<file path="src/rtl/bbox_scan.sv">
// Raster-scans the 1-bit value RAM and reports the dark-pixel bounding box and count.
// Optional feature macro BBOX_MIN_COUNT_EN: found requires at least MIN_DARK dark pixels.
module bbox_scan #(
    parameter int unsigned ADDR_WIDTH_2 = 16,
    parameter int unsigned COORD_W      = 16,
    parameter int unsigned RAM_LATENCY  = 2,
    parameter int unsigned MIN_DARK     = 16
) (
    input  logic                    clk,
    input  logic                    rst,
    input  logic [COORD_W-1:0]      width,
    input  logic [COORD_W-1:0]      height,
    input  logic                    start,
    output logic [ADDR_WIDTH_2-1:0] addra_dmn,
    input  logic                    douta_dmn,
    output logic                    busy,
    output logic                    done,
    output logic                    found,
    output logic [COORD_W-1:0]      x_min,
    output logic [COORD_W-1:0]      x_max,
    output logic [COORD_W-1:0]      y_min,
    output logic [COORD_W-1:0]      y_max,
    output logic [ADDR_WIDTH_2:0]   dark_cnt
);

    localparam int unsigned PW = 2 * COORD_W;
    localparam logic [PW-1:0] MaxAddr = PW'({ADDR_WIDTH_2{1'b1}});

    if (RAM_LATENCY < 1 || RAM_LATENCY > 4 || PW <= ADDR_WIDTH_2 ||
        64'(MIN_DARK) > ((64'd1 << (ADDR_WIDTH_2 + 1)) - 64'd1)) begin : g_param_check
        $error("bbox_scan: illegal parameter combination");
    end

    typedef enum logic [2:0] {StIdle, StIssue, StDrain, StDone, StWaitLow} state_e;

    state_e                  state_q;
    logic [COORD_W-1:0]      width_q;
    logic [ADDR_WIDTH_2-1:0] last_q;
    logic [COORD_W-1:0]      x_q;
    logic [COORD_W-1:0]      y_q;
    logic [2:0]              drain_q;
    logic                    tag_v [RAM_LATENCY];
    logic [COORD_W-1:0]      tag_x [RAM_LATENCY];
    logic [COORD_W-1:0]      tag_y [RAM_LATENCY];

    logic [PW-1:0]           prod;
    logic [PW-1:0]           prod_m1;
    logic [ADDR_WIDTH_2-1:0] last_addr;

    // Last address to issue, clamped to the top of the RAM when the image is too large.
    always_comb begin
        prod      = {{COORD_W{1'b0}}, width} * {{COORD_W{1'b0}}, height};
        prod_m1   = prod - PW'(1);
        last_addr = (prod_m1 > MaxAddr) ? {ADDR_WIDTH_2{1'b1}} : prod_m1[ADDR_WIDTH_2-1:0];
    end

    always_ff @(posedge clk) begin
        if (rst) begin
            state_q   <= StIdle;
            addra_dmn <= '0;
            busy      <= 1'b0;
            done      <= 1'b0;
            found     <= 1'b0;
            x_min     <= '1;
            y_min     <= '1;
            x_max     <= '0;
            y_max     <= '0;
            dark_cnt  <= '0;
            width_q   <= '0;
            last_q    <= '0;
            x_q       <= '0;
            y_q       <= '0;
            drain_q   <= '0;
            for (int i = 0; i < RAM_LATENCY; i++) begin
                tag_v[i] <= 1'b0;
                tag_x[i] <= '0;
                tag_y[i] <= '0;
            end
        end else begin
            // Tag of the address currently on addra_dmn; emerges alongside its read data.
            tag_v[0] <= (state_q == StIssue);
            tag_x[0] <= x_q;
            tag_y[0] <= y_q;
            for (int i = 1; i < RAM_LATENCY; i++) begin
                tag_v[i] <= tag_v[i-1];
                tag_x[i] <= tag_x[i-1];
                tag_y[i] <= tag_y[i-1];
            end

            if (tag_v[RAM_LATENCY-1] && douta_dmn) begin
                if (tag_x[RAM_LATENCY-1] < x_min) x_min <= tag_x[RAM_LATENCY-1];
                if (tag_x[RAM_LATENCY-1] > x_max) x_max <= tag_x[RAM_LATENCY-1];
                if (tag_y[RAM_LATENCY-1] < y_min) y_min <= tag_y[RAM_LATENCY-1];
                if (tag_y[RAM_LATENCY-1] > y_max) y_max <= tag_y[RAM_LATENCY-1];
                if (dark_cnt != '1) dark_cnt <= dark_cnt + (ADDR_WIDTH_2 + 1)'(1);
            end

            unique case (state_q)
                StIdle: begin
                    addra_dmn <= '0;
                    if (start) begin
                        width_q  <= width;
                        last_q   <= last_addr;
                        x_q      <= '0;
                        y_q      <= '0;
                        x_min    <= '1;
                        y_min    <= '1;
                        x_max    <= '0;
                        y_max    <= '0;
                        dark_cnt <= '0;
                        found    <= 1'b0;
                        if (prod == '0) begin
                            state_q <= StDone;
                        end else begin
                            busy    <= 1'b1;
                            state_q <= StIssue;
                        end
                    end
                end
                StIssue: begin
                    if (addra_dmn == last_q) begin
                        drain_q <= '0;
                        state_q <= StDrain;
                    end else begin
                        addra_dmn <= addra_dmn + ADDR_WIDTH_2'(1);
                        if (x_q == width_q - COORD_W'(1)) begin
                            x_q <= '0;
                            y_q <= y_q + COORD_W'(1);
                        end else begin
                            x_q <= x_q + COORD_W'(1);
                        end
                    end
                end
                StDrain: begin
                    if (drain_q == 3'(RAM_LATENCY - 1)) state_q <= StDone;
                    else drain_q <= drain_q + 3'd1;
                end
                StDone: begin
                    done  <= 1'b1;
                    busy  <= 1'b0;
`ifdef BBOX_MIN_COUNT_EN
                    found <= (dark_cnt >= (ADDR_WIDTH_2 + 1)'(MIN_DARK));
`else
                    found <= (dark_cnt != '0);
`endif
                    state_q <= StWaitLow;
                end
                StWaitLow: begin
                    if (!start) begin
                        done    <= 1'b0;
                        state_q <= StIdle;
                    end
                end
                default: state_q <= StIdle;
            endcase
        end
    end

endmodule

</file>
<file path="config.mk">
export PLATFORM = sky130hd
export DESIGN_NAME = bbox_scan
export DESIGN_NICKNAME = d
export VERILOG_FILES = /design/src/rtl/bbox_scan.sv
export SDC_FILE = /design/constraint.sdc
export NUM_CORES = 1
export LEC_CHECK = 0
export BUFFER_PORTS_ARGS = -buffer_cell sky130_fd_sc_hd__buf_4
export CAP_MARGIN = 20
export CORE_MARGIN = 1
export CORE_UTILIZATION = 62
export CTS_BUF_LIST = sky130_fd_sc_hd__clkbuf_8
export DETAILED_ROUTE_END_ITERATION = 6
export PLACE_DENSITY = 0.92
export SYNTH_ARGS = -nofsm -noshare
export SYNTH_HDL_FRONTEND = slang
export SYNTH_SLANG_ARGS = --single-unit
export TNS_END_PERCENT = 1
</file>
<file path="constraint.sdc">
create_clock -name clk -period 25.5 [get_ports clk]
set_clock_uncertainty 0.2 [all_clocks]
set_input_delay 6.375 -clock clk [delete_from_list [all_inputs] [get_ports clk]]
set_output_delay 6.375 -clock clk [all_outputs]
set_load 0.01 [all_outputs]
</file>
==> impl_summary.md, run 1 <==
Critical path
STA classifies the critical path startpoint as an input pin. The arrival time of data at the critical path endpoint is 13.52 ns. The worst setup path is captured at a flop. In this run the worst path has a maximum fanout of 17. The critical path required time is 25.73 ns. The setup path with the least slack is of type in -> reg.

Clock tree
Clock latency on the worst-skew pair, taken at its later pin, is 0.57 ns. The root buffer cell chosen for the clock tree is clkbuf_8. The post-CTS setup buffer count is 0. Clock-pin slew was measured on the worst setup and hold paths at 0.07 ns. The clock passes through at most 3 buffers. The number of buffers inserted by hold repair at cts is 0. The clock drives 236 sinks. CTS built an H-tree with a depth of 1. The TritonCTS clock tree is done. The number of buffers inserted during clock tree synthesis is 30. Post-CTS repair changed the size of 0 cells.

Final layout
The number of antenna diodes in the final layout is 0. The share of layout cells above drive strength 1 is 9.51%. The largest registers in the layout are tag_x (32), tag_y (32), dark_cnt (17). Relative to the synthesized area, the layout overhead comes to 9.33%.

For this run, the post-layout net count is 2732. The final design area excluding fillers is 0.0217 sq mm. Leaving out fill and tap cells, the most frequent cells in the layout are 305 x nand2_1, 268 x inv_1, 236 x dfxtp_1. The leading cell type in the layout, fill and taps excluded is nand2_1.

Yosys
The number of synthesized flops with an enable pin is 0. In the synthesized netlist the dominant register cell turns out to be dfxtp_1. The number of cells produced by synthesis is 2251. The post-synthesis register bit count is 236. When the netlist entered floorplanning its net count stood at 2657. The netlist area before placement is 0.0198 sq mm. The total of warnings raised by yosys is 0.

The distinct cell type count after synthesis is 79. The share of async-settable or async-resettable flops after synthesis is 0%. In this run the mean area of a mapped cell was 8.80 sq um.

The register area share after synthesis is 23.9%.

Routing
Dividing the detail-routed wire length by the instance count gives 17.7 um. The aggregate routed wire length is 48.5 mm. In the routed layout, each cell is associated on average with a via count of 5.92. The detail route stage leaves a number of antenna-violating nets equal to 0. For this block, the initial DRC count from the detailed router was 1115. For this run, the detailed router's first-pass iteration total came to 5. The via count of the routed design is 16300. The DRC violations left is 0.

Power
The analysis attributes to cell leakage a power of 10.3 nW. The worst-case vdd ir drop is 152 uV. In this run the power density over the cells is 137 mW/mm^2.

Global routing
The overflow left after global routing is 0. Entering global routing, the biggest net connects 114 pins. The via count of the first global-routing pass is 16900. The total routing resource utilization after global routing is 29.8%.

The wire length of the first global-routing pass is 80.4 mm. The initial antenna violation count is 0.

Placement
Input and output buffers added on the ports amount to 135. After detailed placement, the total cell area comes to 0.0210 sq mm. Once detailed placement completed, the half-perimeter wirelength came to 36.5 mm.

Routability-driven placement finished with a final weighted congestion of 0.947.

Floorplanning
The placeable core region is 0.0315 sq mm. The die is 181 um tall. Measured along the x axis, the die boundary spans 181 um. The die covers 0.0327 sq mm. The floorplan row count is 65.

The starting utilization of the core area is 62.9%. Pin placement for this block handled 136 I/O pins.

STA
At the pin with the least slew margin, the transition time is 1.07 ns. Timing would allow up to 0.0752 GHz. Dividing the final minimum period by the clock period gives 52.1%. The relative slew slack is 28.6%. In the final timing run, aggregate negative setup slack is 0 ns. Setup repair after global routing left no endpoint under its margin.

The worst path in the final design needs a cycle of 13.29 ns, including I/O delays and setup. The final number of hold-violating endpoints is 0. The number of max-slew violations in the final report is 0. Setup violations remaining at the end of the flow were counted as 0.

Status
The flow ran to the end, and the final reports show no timing, DRC or antenna violations.

Run
Max-cap violations in this run came to 0.

Min path
The path class of the tightest hold or removal check is reg -> reg.
## worst paths after layout
check | slack [ns] | cells past startpoint | from | endpoint
setup / recovery | 12.21 | 23 | width[15] | last_q[0]
hold / removal | 0.24 | 1 | tag_y[0][1] | tag_y[0][17]
setup reg to reg | 21.42 | 10 | width_q[0] | y_q[9]
hold reg to reg | 0.24 | 1 | tag_y[0][1] | tag_y[0][17]
## metrics by stage
stage	cells	total power [mW]	hold slack [ns]	worst slack (ns)	util (%)
after floorplan	2251	2.16	0.214	12.16	-
after global placement	2694	2.59	0.218	11.91	66.7
after detailed placement	2694	2.64	0.221	11.68	66.7
after CTS	2746	2.93	0.237	12.27	68.7
after global routing	2748	3.24	0.258	11.78	68.8
final	2748	2.97	0.237	12.21	68.8
## synth_stat cells, types with 24 or more instances
master	number	share of area, %
nand2_1	305	5.8
fa_1	194	20
and2_1	96	3.0
a21oi_1	77	1.9
a21o_1	30	1.1
dfxtp_1	236	24
inv_1	262	5.0
nand3_1	31	0.78
o21ai_0	47	1.2
xor2_1	46	2.0
clkbuf_1	88	1.7
nor2_1	155	2.9
a31oi_1	24	0.76
nand4_1	33	1.0
ha_1	176	11
mux2i_1	71	3.6
xnor2_1	69	3.1
nor2b_1	71	2.2
## metal layers
| layer | wire length [um] | track usage (%) | part of all wire, % |
|---|---|---|---|
| met1 | 18700 | 34.5 | 38 |
| met2 | 24600 | 54.2 | 51 |
| met3 | 3370 | 4.58 | 6.9 |
| met4 | 1860 | 12.9 | 3.8 |
| met5 | 0 | 0 | 0 |
## cell type report
cell class	instances	area (sq um)
clock buffer	37	509
clock inverter	15	121
fill	2254	9820
inverter	262	983
multi-input combinational	1655	13700
sequential	236	4720
tap	402	503
timing repair buffer	141	1080
## power breakdown
| group | switching [mW] | total [mW] | internal [mW] |
|---|---|---|---|
| Clock | 0.133 | 0.284 | 0.151 |
| Sequential | 0.0235 | 0.413 | 0.389 |
| Combinational | 1.41 | 2.27 | 0.869 |
## critical path, cell delays in order
cell	delay [ns]
buf_4	0.20
nand2_1	0.11
fa_1	0.51
fa_1	0.56
inv_1	0.05
fa_1	0.51
inv_1	0.06
fa_1	0.58
fa_1	0.43
fa_1	0.49
inv_1	0.04
ha_1	0.36
a21oi_1	0.27
o21ai_0	0.21
nor2_1	0.18
a21oi_1	0.16
or3_1	0.38
a221oi_1	0.42
nand3_1	0.24
nor4b_1	0.36
o211ai_1	0.18
a211oi_4	0.61
a41oi_1	0.20
## cells by family after synthesis
logic type	share of synthesized area, %
AOI/OAI and AO/OA	9.80
buffers and inverters	6.89
adders and majority gates	30.7
and+or+nand+nor	20.0
muxes	3.65
DFF	23.9
xor gates and xnor gates	5.09
No activity file was read; power rests on OpenSTA's default activity.
==> run 2: changes to the inputs <==
CORE_UTILIZATION = 58   (was 62)
PLACE_DENSITY = 0.91   (was 0.92)
clock period = 12.06 ns   (was 25.5 ns; I/O delays follow)
==> impl_summary.md, run 2 (synthesis results as in run 1) <==
Clock tree
The number of cells upsized or downsized after cts was 0 (unchanged). The maximum buffer depth of the clock tree was 3 (unchanged). The TritonCTS clock tree is done. The clock network latency to the later pin of the worst-skew pair was 0.57 ns (about the same). The post-CTS setup buffer count came to 0 (unchanged). The clock-pin slew of the registers on the worst-case setup and hold paths was 0.06 ns (about the same). The tree is rooted in a clkbuf_8. The number of buffers inserted during clock tree synthesis is 31 (+3.3%). The clock sink count is 236 (unchanged). The number of buffers inserted by hold repair at cts came to 0 (unchanged).

The number of H-tree branching levels is 1 (unchanged).

Final layout
The leading cell type in the layout, fill and taps excluded is nand2_1. The layout filler cell count is 2681 (+19%). The sequential standard cell area was 0.00472 sq mm (unchanged). In the final layout, the registers with the most flip-flops are tag_x (32), tag_y (32), dark_cnt (17). The area added between synthesis and finish is 9.63%.

The combined area of the multi-input logic cells is 0.0137 sq mm (unchanged). The share of layout cells above drive strength 1 is 9.49% (-0.016 points). The count of nets after finishing came to 2733 (+0.037%). The final antenna diode count is 0 (unchanged).

Leaving out fill and tap cells, the most frequent cells in the layout are 305 x nand2_1, 272 x inv_1, 236 x dfxtp_1.

Global routing
The largest net degree at the start of global routing is 71 (-38%). The via count of the first global-routing pass came to 16300 (-3.8%). The total routing resource utilization after global routing is 27.0% (-2.7 points). The overflow left after global routing is 0 (unchanged). The initial antenna violation count is 0 (unchanged). The wire length of the first global-routing pass is 78.4 mm (-2.5%).

Placement
The half-perimeter wire length after placement came to 36.0 mm (-1.2%). The weighted congestion reported at the end of routability-driven placement is 0.907 (-4.1%). The port buffer count came to 135 (unchanged). The pre-CTS setup slack came to 1.68 ns (-10.00 ns).

Routing
The aggregate routed wire length is 47.6 mm (-1.9%). The DRC violations left was 0 (unchanged). The average detailed-routed wire length per instance was 17.0 um (-3.7%). The detailed router's first-iteration violation count was 1151 (+3.2%). The number of vias per cell is 5.74 (-2.9%). The via count of the routed design is 16100 (-1.1%).

The remaining antenna violation count after routing is 0 (unchanged). The total iterations of the first detailed-routing run is 5 (unchanged).

Min path
In this run the worst hold path is classified as reg -> reg.

Floorplanning
The floorplan row count was 67 (+3.1%). The total die area came to 0.0349 sq mm (+6.8%). The height of the chip is 187 um (+3.4%). The placeable core region came to 0.0335 sq mm (+6.5%). The die span in x is 187 um (+3.4%). The starting utilization of the core area is 59.1% (-3.9 points). The count of boundary I/O pins is 136 (unchanged).

Power
The leakage power summed over all cells is 10.3 nW (about the same). The total power per unit cell area is 290 mW/mm^2 (+110%). The worst-case vdd ir drop is 274 uV (+80%).

STA
The final number of hold-violating endpoints came to 0 (unchanged). The clock period could shrink to 9.85 ns. The number of max-slew violations in the final report was 0 (unchanged). The relative slew slack is 26.2% (-2.4 points). The setup TNS after final layout is 0 ns (unchanged). The final cycle utilization of the critical path is 81.7%.

The post-route worst setup slack came to 2.21 ns (-10.0 ns). Derived from the worst setup path, the maximum achievable clock frequency is 0.102 GHz. The setup violation total in the final timing report is 0 (unchanged). The transition time at the pin with the least slew margin came to 1.11 ns (+0.0361 ns). Setup repair after global routing left no endpoint under its margin.

Critical path
The critical path required time was 12.28 ns (-13.45 ns). The total buffers and inverters traversed by the critical path is 3 (-1). The biggest fanout along the worst timing path is 17 (unchanged). STA classifies the critical path endpoint as a flop. The category of the most critical setup path is in -> reg. The launching element type of the critical path is an input pin. The arrival time of data at the critical path endpoint is 10.07 ns (-3.45 ns).

The cell type group with the largest total delay on the critical path is adder cells. Counting stages on the worst path, the most repeated cell is fa_1. On the critical path, the stage with the largest delay is an instance of a211oi_4. The delay of the slowest cell on the worst path is 0.61 ns (about the same). Walking the worst path, the cells encountered are buf_4 -> and2_1 -> fa_1 -> inv_1 -> fa_1 -> fa_1 -> fa_1 -> fa_1 -> fa_1 -> inv_1 -> ha_1 -> a21o_1 -> o21bai_1 -> a221oi_1 -> xnor2_1 -> or4b_4 -> o41ai_2 -> a31oi_1 -> a211oi_4 -> a41oi_1.

Status
The run finished with clean final reports.

Run
The max-capacitance violation count was 0 (unchanged).
run 2: cell types whose count changed in the layout (fill, tap and decap cells not counted), sizes merged:
cell / delta
bufinv: -1
clkbuf: +3
clkinv: -2
clkinvlp: +1
inv: +3
run 2: through the flow:
stage | area, sq um | power (mW) | hold slack, ns | util [%] | instances
floorplan | 19800 | 4.56 | 0.214 | - | 2251
global placement | 21000 | 5.49 | 0.218 | 62.7 | 2740
detailed placement | 21000 | 5.60 | 0.223 | 62.7 | 2740
CTS | 21700 | 6.23 | 0.235 | 64.7 | 2796
global route | 21700 | 6.85 | 0.253 | 64.8 | 2798
finish | 21700 | 6.29 | 0.234 | 64.8 | 2798
run 2: final timing paths:
check | endpoint | slack (ns) | startpoint | depth (start not counted)
setup / recovery | last_q[0] | 2.21 | width[10] | 20
hold / removal | tag_x[0][31] | 0.23 | tag_x[0][15] | 1
setup reg to reg | y_q[13] | 8.00 | width_q[0] | 12
hold reg to reg | tag_x[0][31] | 0.23 | tag_x[0][15] | 1
run 2: report_power, final:
part           switching (mW)  leakage (nW)  internal [mW]
logic                    2.99          7.99           1.83
registers              0.0493          1.91          0.823
clock network           0.284         0.371          0.318
total                    3.32          10.3           2.97
run 2: worst register-to-register path, stage by stage (launching register included):
cell,delay (ns)
dfxtp_1,0.35
inv_1,0.08
ha_1,0.19
or4b_2,0.64
nor4_1,0.37
a211o_1,0.19
and3_1,0.14
o21bai_1,0.11
o2111ai_1,0.25
a31oi_4,0.39
nand4_1,0.45
or3_1,0.48
a21oi_1,0.14
run 2: layout make-up:
type	count	area share, %
Clock buffer	40	2.54
Multi-Input combinational cell	1655	63.2
Timing Repair Buffer	141	4.93
Sequential cell	236	21.8
Clock inverter	16	0.438
Tap cell	448	2.58
Inverter	262	4.53
run 2: layer usage:
layer / global-route usage, % / share of wire, % / vias up
li1: - / - / 7512
met1: 33.3 / 41 / 7801
met2: 48.3 / 50 / 613
met3: 3.08 / 6.2 / 147
met4: 10.2 / 3.5 / 0
met5: 0 / 0 / -
